===== config.mk =====
export PLATFORM = sky130hd
export DESIGN_NAME = pipe_track
export DESIGN_NICKNAME = d
export VERILOG_FILES = /design/src/rtl/pipe_pkg.sv /design/src/rtl/lfsr16.sv /design/src/rtl/pipe_track.sv
export SDC_FILE = /design/constraint.sdc
export NUM_CORES = 1
export LEC_CHECK = 0
export BUFFER_PORTS_ARGS = -buffer_cell sky130_fd_sc_hd__buf_2
export CORE_AREA = 2 2 93 95
export CTS_BUF_LIST = sky130_fd_sc_hd__clkbuf_16
export CTS_CLUSTER_DIAMETER = 50
export DETAILED_ROUTE_END_ITERATION = 10
export DIE_AREA = 0 0 95 97
export GPL_ROUTABILITY_DRIVEN = 0
export GPL_TIMING_DRIVEN = 0
export HOLD_SLACK_MARGIN = 0.02
export PLACE_DENSITY = 0.82
export SKIP_LAST_GASP = 1
export SLEW_MARGIN = 15
export SYNTH_ARGS = -nofsm -noshare
export SYNTH_HDL_FRONTEND = slang
export SYNTH_SLANG_ARGS = --single-unit

===== constraint.sdc =====
create_clock -name iClk -period 2.6 [get_ports iClk]
set_input_delay 0.13 -clock iClk [delete_from_list [all_inputs] [get_ports iClk]]
set_output_delay 0.13 -clock iClk [all_outputs]
set_load 0.005 [all_outputs]

===== src/rtl/pipe_pkg.sv =====
// pipe_pkg: constants and types shared by the pipe datapath blocks.
//   - Screen geometry and gap limits (defaults for pipe_track parameters)
//   - Move divider defaults
//   - LFSR seed, tap mask and single-step helper
//   - Gap FSM state encoding
package pipe_pkg;

   // Screen geometry
   localparam int unsigned SCREEN_W_DEF = 640;
   localparam int unsigned PIPE_W_DEF   = 64;

   // Gap limits (inclusive range for the gap top)
   localparam int unsigned GAP_MIN_DEF  = 48;
   localparam int unsigned GAP_MAX_DEF  = 300;

   // Move divider, in cycles per pixel
   localparam int unsigned DIV_INIT_DEF = 400000;
   localparam int unsigned DIV_STEP_DEF = 20000;
   localparam int unsigned DIV_MIN_DEF  = 100000;

   // 16-bit Fibonacci LFSR, taps 16,14,13,11 (bits 15,13,12,10)
   localparam logic [15:0] LFSR_SEED = 16'hACE1;
   localparam logic [15:0] LFSR_TAPS = 16'hB400;

   // Gap FSM states
   typedef enum logic [0:0] {
      GAP_READY  = 1'b0,
      GAP_SEARCH = 1'b1
   } gap_state_e;

   // One LFSR step: shift left, feedback is the XOR of the tapped bits
   function automatic logic [15:0] lfsr16_next(input logic [15:0] state);
      logic fb;
      fb = ^(state & LFSR_TAPS);
      return {state[14:0], fb};
   endfunction

endpackage


===== src/rtl/lfsr16.sv =====
// lfsr16: free-running 16-bit Fibonacci LFSR, advancing every cycle.
//   clk_i   : clock
//   rst_i   : synchronous active-high reset, loads SEED
//   state_o : current 16-bit LFSR state (registered)
module lfsr16
   import pipe_pkg::*;
#(
   parameter logic [15:0] SEED = LFSR_SEED
) (
   input  logic        clk_i,
   input  logic        rst_i,
   output logic [15:0] state_o
);

   logic [15:0] state_q;
   logic [15:0] state_d;

   // Next LFSR state
   always_comb begin
      state_d = lfsr16_next(state_q);
   end

   // LFSR state register
   always_ff @(posedge clk_i) begin
      if (rst_i) begin
         state_q <= SEED;
      end else begin
         state_q <= state_d;
      end
   end

   assign state_o = state_q;

endmodule


===== src/rtl/pipe_track.sv =====
// pipe_track: datapath and handshake responder for the pipe controller FSM.
// Holds the pipe X position, the move-rate divider, the random gap window and
// the score, and returns the controller's status inputs.
//   iClk, iRst        : clock, synchronous active-high reset
//   iPipe_Pos_Move    : strobe, step pipe left by 1 px and restart interval
//   iPipe_Pos_Rst     : strobe, respawn pipe at right edge (beats Move)
//   iWindow_Shift     : strobe, request a new random gap (ignored mid-search)
//   iPipe_Speed_Inc   : strobe, shorten move interval down to DIV_MIN
//   iScore_Inc        : strobe, saturating score increment
//   oPipe_Wait        : move interval still running
//   oPipe_Gone        : pipe fully off-screen (X == 0)
//   oRnd_Ready        : oGap_Y holds a committed value
//   oPipe_X           : pipe right edge
//   oGap_Y            : gap top Y
//   oScore            : current score
module pipe_track
   import pipe_pkg::*;
#(
   parameter int unsigned SCREEN_W = SCREEN_W_DEF,
   parameter int unsigned PIPE_W   = PIPE_W_DEF,
   parameter int unsigned X_W      = 10,
   parameter int unsigned Y_W      = 9,
   parameter int unsigned GAP_MIN  = GAP_MIN_DEF,
   parameter int unsigned GAP_MAX  = GAP_MAX_DEF,
   parameter int unsigned DIV_W    = 20,
   parameter int unsigned DIV_INIT = DIV_INIT_DEF,
   parameter int unsigned DIV_STEP = DIV_STEP_DEF,
   parameter int unsigned DIV_MIN  = DIV_MIN_DEF,
   parameter int unsigned SCORE_W  = 10
) (
   input  logic               iClk,
   input  logic               iRst,
   input  logic               iPipe_Pos_Move,
   input  logic               iPipe_Pos_Rst,
   input  logic               iWindow_Shift,
   input  logic               iPipe_Speed_Inc,
   input  logic               iScore_Inc,
   output logic               oPipe_Wait,
   output logic               oPipe_Gone,
   output logic               oRnd_Ready,
   output logic [X_W-1:0]     oPipe_X,
   output logic [Y_W-1:0]     oGap_Y,
   output logic [SCORE_W-1:0] oScore
);

   localparam logic [X_W-1:0]     X_START    = X_W'(SCREEN_W + PIPE_W);
   localparam logic [X_W-1:0]     X_ZERO     = X_W'(0);
   localparam logic [X_W-1:0]     X_ONE      = X_W'(1);
   localparam logic [Y_W-1:0]     GAP_MID    = Y_W'((GAP_MIN + GAP_MAX) / 2);
   localparam logic [Y_W-1:0]     GAP_LO     = Y_W'(GAP_MIN);
   localparam logic [Y_W-1:0]     GAP_HI     = Y_W'(GAP_MAX);
   localparam logic [DIV_W-1:0]   DIV_INIT_C = DIV_W'(DIV_INIT);
   localparam logic [DIV_W-1:0]   DIV_STEP_C = DIV_W'(DIV_STEP);
   localparam logic [DIV_W-1:0]   DIV_MIN_C  = DIV_W'(DIV_MIN);
   localparam logic [DIV_W-1:0]   DIV_ZERO   = DIV_W'(0);
   localparam logic [DIV_W-1:0]   DIV_ONE    = DIV_W'(1);
   localparam logic [SCORE_W-1:0] SCORE_ONE  = SCORE_W'(1);

   logic [X_W-1:0]     pipe_x_q,   pipe_x_d;
   logic [DIV_W-1:0]   div_cnt_q,  div_cnt_d;
   logic [DIV_W-1:0]   div_load_q, div_load_d;
   logic [SCORE_W-1:0] score_q,    score_d;
   logic               wait_q;
   logic               gone_q;

   logic [DIV_W-1:0]   div_sub_s;
   logic [DIV_W-1:0]   div_faster_s;

   gap_state_e         gap_state_q;
   logic               ready_q;
   logic [Y_W-1:0]     gap_y_q;

   logic [15:0]        lfsr_s;
   logic [Y_W-1:0]     sample_s;
   logic               sample_ok_s;
   logic               lfsr_unused_s;

   lfsr16 #(
      .SEED (LFSR_SEED)
   ) u_lfsr (
      .clk_i   (iClk),
      .rst_i   (iRst),
      .state_o (lfsr_s)
   );

   assign sample_s      = lfsr_s[Y_W-1:0];
   assign lfsr_unused_s = ^lfsr_s[15:Y_W];

   // Candidate gap value is accepted only inside the inclusive legal range
   always_comb begin
      sample_ok_s = (sample_s >= GAP_LO) && (sample_s <= GAP_HI);
   end

   // Faster reload value; the underflow guard comes before the floor compare
   always_comb begin
      div_sub_s = div_load_q - DIV_STEP_C;
      if ((div_load_q >= DIV_STEP_C) && (div_sub_s >= DIV_MIN_C)) begin
         div_faster_s = div_sub_s;
      end else begin
         div_faster_s = DIV_MIN_C;
      end
   end

   // Next state for position, divider, reload value and score
   always_comb begin
      pipe_x_d   = pipe_x_q;
      div_cnt_d  = div_cnt_q;
      div_load_d = div_load_q;
      score_d    = score_q;

      // Reload uses the current rDivLoad, so a same-cycle speed-up only
      // affects the following reload
      if (iPipe_Pos_Rst) begin
         pipe_x_d  = X_START;
         div_cnt_d = div_load_q;
      end else if (iPipe_Pos_Move) begin
         if (pipe_x_q != X_ZERO) begin
            pipe_x_d = pipe_x_q - X_ONE;
         end else begin
            pipe_x_d = pipe_x_q;
         end
         div_cnt_d = div_load_q;
      end else if (div_cnt_q != DIV_ZERO) begin
         div_cnt_d = div_cnt_q - DIV_ONE;
      end else begin
         div_cnt_d = div_cnt_q;
      end

      if (iPipe_Speed_Inc) begin
         div_load_d = div_faster_s;
      end else begin
         div_load_d = div_load_q;
      end

      if (iScore_Inc && !(&score_q)) begin
         score_d = score_q + SCORE_ONE;
      end else begin
         score_d = score_q;
      end
   end

   // Datapath registers; status flags are registered from next-state values
   always_ff @(posedge iClk) begin
      if (iRst) begin
         pipe_x_q   <= X_START;
         div_cnt_q  <= DIV_INIT_C;
         div_load_q <= DIV_INIT_C;
         score_q    <= '0;
         wait_q     <= (DIV_INIT_C != DIV_ZERO);
         gone_q     <= 1'b0;
      end else begin
         pipe_x_q   <= pipe_x_d;
         div_cnt_q  <= div_cnt_d;
         div_load_q <= div_load_d;
         score_q    <= score_d;
         wait_q     <= (div_cnt_d != DIV_ZERO);
         gone_q     <= (pipe_x_d == X_ZERO);
      end
   end

   // Gap FSM: wait for a shift request, then hunt for an in-range sample
   always_ff @(posedge iClk) begin
      if (iRst) begin
         gap_state_q <= GAP_READY;
         ready_q     <= 1'b1;
         gap_y_q     <= GAP_MID;
      end else begin
         case (gap_state_q)
            GAP_READY: begin
               if (iWindow_Shift) begin
                  gap_state_q <= GAP_SEARCH;
                  ready_q     <= 1'b0;
               end else begin
                  gap_state_q <= GAP_READY;
                  ready_q     <= 1'b1;
               end
            end
            GAP_SEARCH: begin
               // Further shift requests are ignored until a commit
               if (sample_ok_s) begin
                  gap_y_q     <= sample_s;
                  gap_state_q <= GAP_READY;
                  ready_q     <= 1'b1;
               end else begin
                  gap_state_q <= GAP_SEARCH;
                  ready_q     <= 1'b0;
               end
            end
            default: begin
               gap_state_q <= GAP_READY;
               ready_q     <= 1'b1;
            end
         endcase
      end
   end

   assign oPipe_Wait = wait_q;
   assign oPipe_Gone = gone_q;
   assign oRnd_Ready = ready_q;
   assign oPipe_X    = pipe_x_q;
   assign oGap_Y     = gap_y_q;
   assign oScore     = score_q;

endmodule


==> results.sh <==
export IMPL_yosysMostFrequentCell="sky130_fd_sc_hd__dfxtp_1"
export IMPL_design_die_area_um2=9220
export IMPL_antenna_found_initial=0
export IMPL_top_level_ports=39
export IMPL_yosys_cell_types_count=68
export IMPL_timing_critical_path_required_ns=2.88
export IMPL_critical_path_class="flip-flop to flip-flop"
export IMPL_gr_total_overflow=0
export IMPL_cell_chain_of_the_critical_path="clkbuf_1 -> o21ai_1 -> o21ai_4 -> xnor2_1 -> o31ai_2 -> a22oi_4 -> buf_6 -> or4_4 -> a21oi_2"
export IMPL_report_final_slew_viol_count=0
export IMPL_wire_per_inst_um=17.2
export IMPL_worst_endpoint_arrival_ns=2.92
export IMPL_final_setup_viol_count=7
export IMPL_core_area_um2=8130
export IMPL_synthCells=511
export IMPL_outcome="finished, violations left"
export IMPL_synth_nets=525
export IMPL_drv_max_cap_violation_count=0
export IMPL_yosysWarningCount=0
export IMPL_place_worst_setup_slack_ns=-0.281
export IMPL_clk_latency_ns=0.35
export IMPL_timing_critical_path_to_type="flip-flop"
export IMPL_postSynth_asyncResetShare_pct=0
export IMPL_fp_dieW_um=95
export IMPL_maxClockFrequency_mhz=379
export IMPL_final_core_util_pct=66.1
export IMPL_layout_drive_gt1_share_pct=23.7
export IMPL_fin_nets=587
export IMPL_cts_clk_slew_worst_paths_ns=0.07
export IMPL_first_pass_grt_wire_length_um=18300
export IMPL_post_synth_most_frequent_cells="84 x sky130_fd_sc_hd__dfxtp_1, 69 x sky130_fd_sc_hd__nor2_1, 26 x sky130_fd_sc_hd__nand2_1"
export IMPL_hold_viol_final=0
export IMPL_synth_edf_count=0
export IMPL_vias=4211
export IMPL_io_buffer_count=37
export IMPL_cp_slowest_stage_delay_ns=0.53
export IMPL_violation_count_after_the_first_detailed_routing_iteration=402
export IMPL_clkSinkCount=84
export IMPL_cts_buffer_count=9
export IMPL_synth_area_per_cell_um2=8.50
export IMPL_yosys_area_top_type="sky130_fd_sc_hd__dfxtp_1"
export IMPL_synth_seq_area_share_pct=38.7
export IMPL_grt_max_degree=17
export IMPL_drt_pass1_iterations=5
export IMPL_power_ir_vdd_worst_uv=429
export IMPL_max_slew_margin_pct=54.0
export IMPL_timing_critical_path_from_type="flip-flop"
export IMPL_hold_class="input pin to flip-flop"
export IMPL_violations="setup timing"
export IMPL_netlist_top_cells_area="sky130_fd_sc_hd__dfxtp_1 39%, sky130_fd_sc_hd__nor2_1 6.0%, sky130_fd_sc_hd__xnor2_1 3.6%, sky130_fd_sc_hd__xor2_1 3.0%, sky130_fd_sc_hd__a211o_1 2.4%"
export IMPL_final_period_minus_worst_setup_slack_ns=2.64
export IMPL_grt_pass1_vias=3810
export IMPL_area_delta_synth_final_pct=23.7
export IMPL_remaining_drc_errors=0
export IMPL_synth_top_area_share_pct=38.7
export IMPL_unrepaired_setup_endpoints_after_global_routing="yes"
export IMPL_worst_slew_pin_slew_ns=0.684
export IMPL_ys_ff_latch=84
export IMPL_effective_utilization_at_floorplan_pct=53.4
export IMPL_holdBufCountCts=0
export IMPL_drt_wl_total_um=11700
export IMPL_final_worst_slack_ns=-0.0358
export IMPL_clockRootBuffer="sky130_fd_sc_hd__clkbuf_16"
export IMPL_finalCritPeriodShare_pct=101
export IMPL_static_leakage_power_nw=2.05
export IMPL_antenna_diode_count=0
export IMPL_ctsHtreeMaxLevel=3
export IMPL_worstPathMaxFanout=8
export IMPL_finalClockSkew_ns=0.00705
export IMPL_tritoncts_clock_tree="built"
export IMPL_rows=33
export IMPL_detail_route_antenna_nets=0
export IMPL_power_consumption_mw=3.61
export IMPL_area_of_the_mapped_netlist_um2=4340
export IMPL_power_per_cell_area_nw_per_um2=671
export IMPL_floorplan_die_height_um=97
export IMPL_whs_ns=0.0868
export IMPL_avgViaCountPerCell=6.17
export IMPL_detailedPlacementHpwl_um=7600
export IMPL_synth_top_flop_cell="sky130_fd_sc_hd__dfxtp_1"
export IMPL_clk_path_buf_depth=2
export IMPL_critical_path_slowest_cell="sky130_fd_sc_hd__o21ai_1"
export IMPL_globalRouteTotalUtil_pct=25.0
==> worst paths after layout <==
kind,cells after the start,slack (ns),endpoint,from
max,9,-0.04,div_load_q[19],div_load_q[12]
min,4,0.09,oRnd_Ready,iWindow_Shift
max reg2reg,9,-0.04,div_load_q[19],div_load_q[12]
min reg2reg,1,0.42,u_lfsr.state_o[15],u_lfsr.state_o[14]
==> worst max-delay path, delay by kind of cell (launching register included) <==
kind | cells | cell delay (ns)
buffers and inverters | 2 | 0.36
AO/OA/AOI/OAI | 5 | 1.25
XOR/XNOR | 1 | 0.19
flip-flops | 1 | 0.30
AND/OR/NAND/NOR | 1 | 0.47
==> sequential cells by signal, summed over array words and instances (netlist names) <==
register	flops
div_load_q	15
gap_state_q	1
div_cnt_q	20
oPipe_X	10
oPipe_Wait	1
oGap_Y	9
u_lfsr.state_o	16
oPipe_Gone	1
oRnd_Ready	1
oScore	10
==> metal layers <==
layer | share of wire [%] | vias to the layer above | global-route usage [%]
li1 | - | 1962 | -
met3 | 6.6 | 52 | 5.14
met5 | 0 | - | 0
met4 | 3.8 | 0 | 12.5
met1 | 41 | 1992 | 32.2
met2 | 49 | 205 | 39.2
==> cell usage in the layout, fill, tap and decap left out, types with 12 or more instances in the layout <==
master,count
sky130_fd_sc_hd__nor2b_1,15
sky130_fd_sc_hd__xor2_1,15
sky130_fd_sc_hd__a211o_1,12
sky130_fd_sc_hd__nand3_1,17
sky130_fd_sc_hd__nor3_1,12
sky130_fd_sc_hd__clkbuf_1,21
sky130_fd_sc_hd__dfxtp_1,83
sky130_fd_sc_hd__nand2_1,25
sky130_fd_sc_hd__buf_4,14
sky130_fd_sc_hd__or2_2,14
sky130_fd_sc_hd__inv_1,13
sky130_fd_sc_hd__buf_2,40
sky130_fd_sc_hd__xnor2_1,18
sky130_fd_sc_hd__o21ai_0,13
sky130_fd_sc_hd__nor2_1,68
==> logic make-up (layout without fill, tap and decap cells) <==
| family | count (synthesis) | count (layout) | synth area share, % |
|---|---|---|---|
| adders and majority gates | 7 | 7 | 2.02 |
| DFF | 84 | 84 | 38.7 |
| muxes | 7 | 7 | 1.61 |
| buffers and inverters | 50 | 117 | 4.92 |
| xor gates and xnor gates | 33 | 33 | 6.65 |
| AOI/OAI and AO/OA | 108 | 108 | 18.5 |
| and+or+nand+nor | 222 | 222 | 27.5 |
==> metrics by stage <==
stage,setup TNS (ns),area [um2],cells
after detailed placement,-2.32,4660,653
after global placement,-0.907,4660,653
after floorplan,0,4340,511
after CTS,0,5130,676
after global routing,-1.33,5370,683
final,-0.0899,5370,683
==> power breakdown <==
part | switching (mW) | internal, mW | total, mW
sequential | 0.0872 | 1.37 | 1.46
combinational | 0.399 | 0.306 | 0.705
clock | 0.581 | 0.858 | 1.44
==> layout make-up <==
type,instances,area (um2)
fillers,619,2760
multi-input cells,377,2650
flip-flops and latches,84,1690
repair buffers,52,332
clock buffers,9,225
plain buffers,34,174
well taps,105,131
clock inverters,7,110
inverters,15,62.6
==> repair_timing <==
action                     4_1_cts  5_1_grt
gates cloned                     0        1
pin swaps                        4       21
resized for setup               17       42
setup endpoints to repair       16       16
buffers inserted                 8        6
Note: power is estimated with default switching activity, not from simulation.
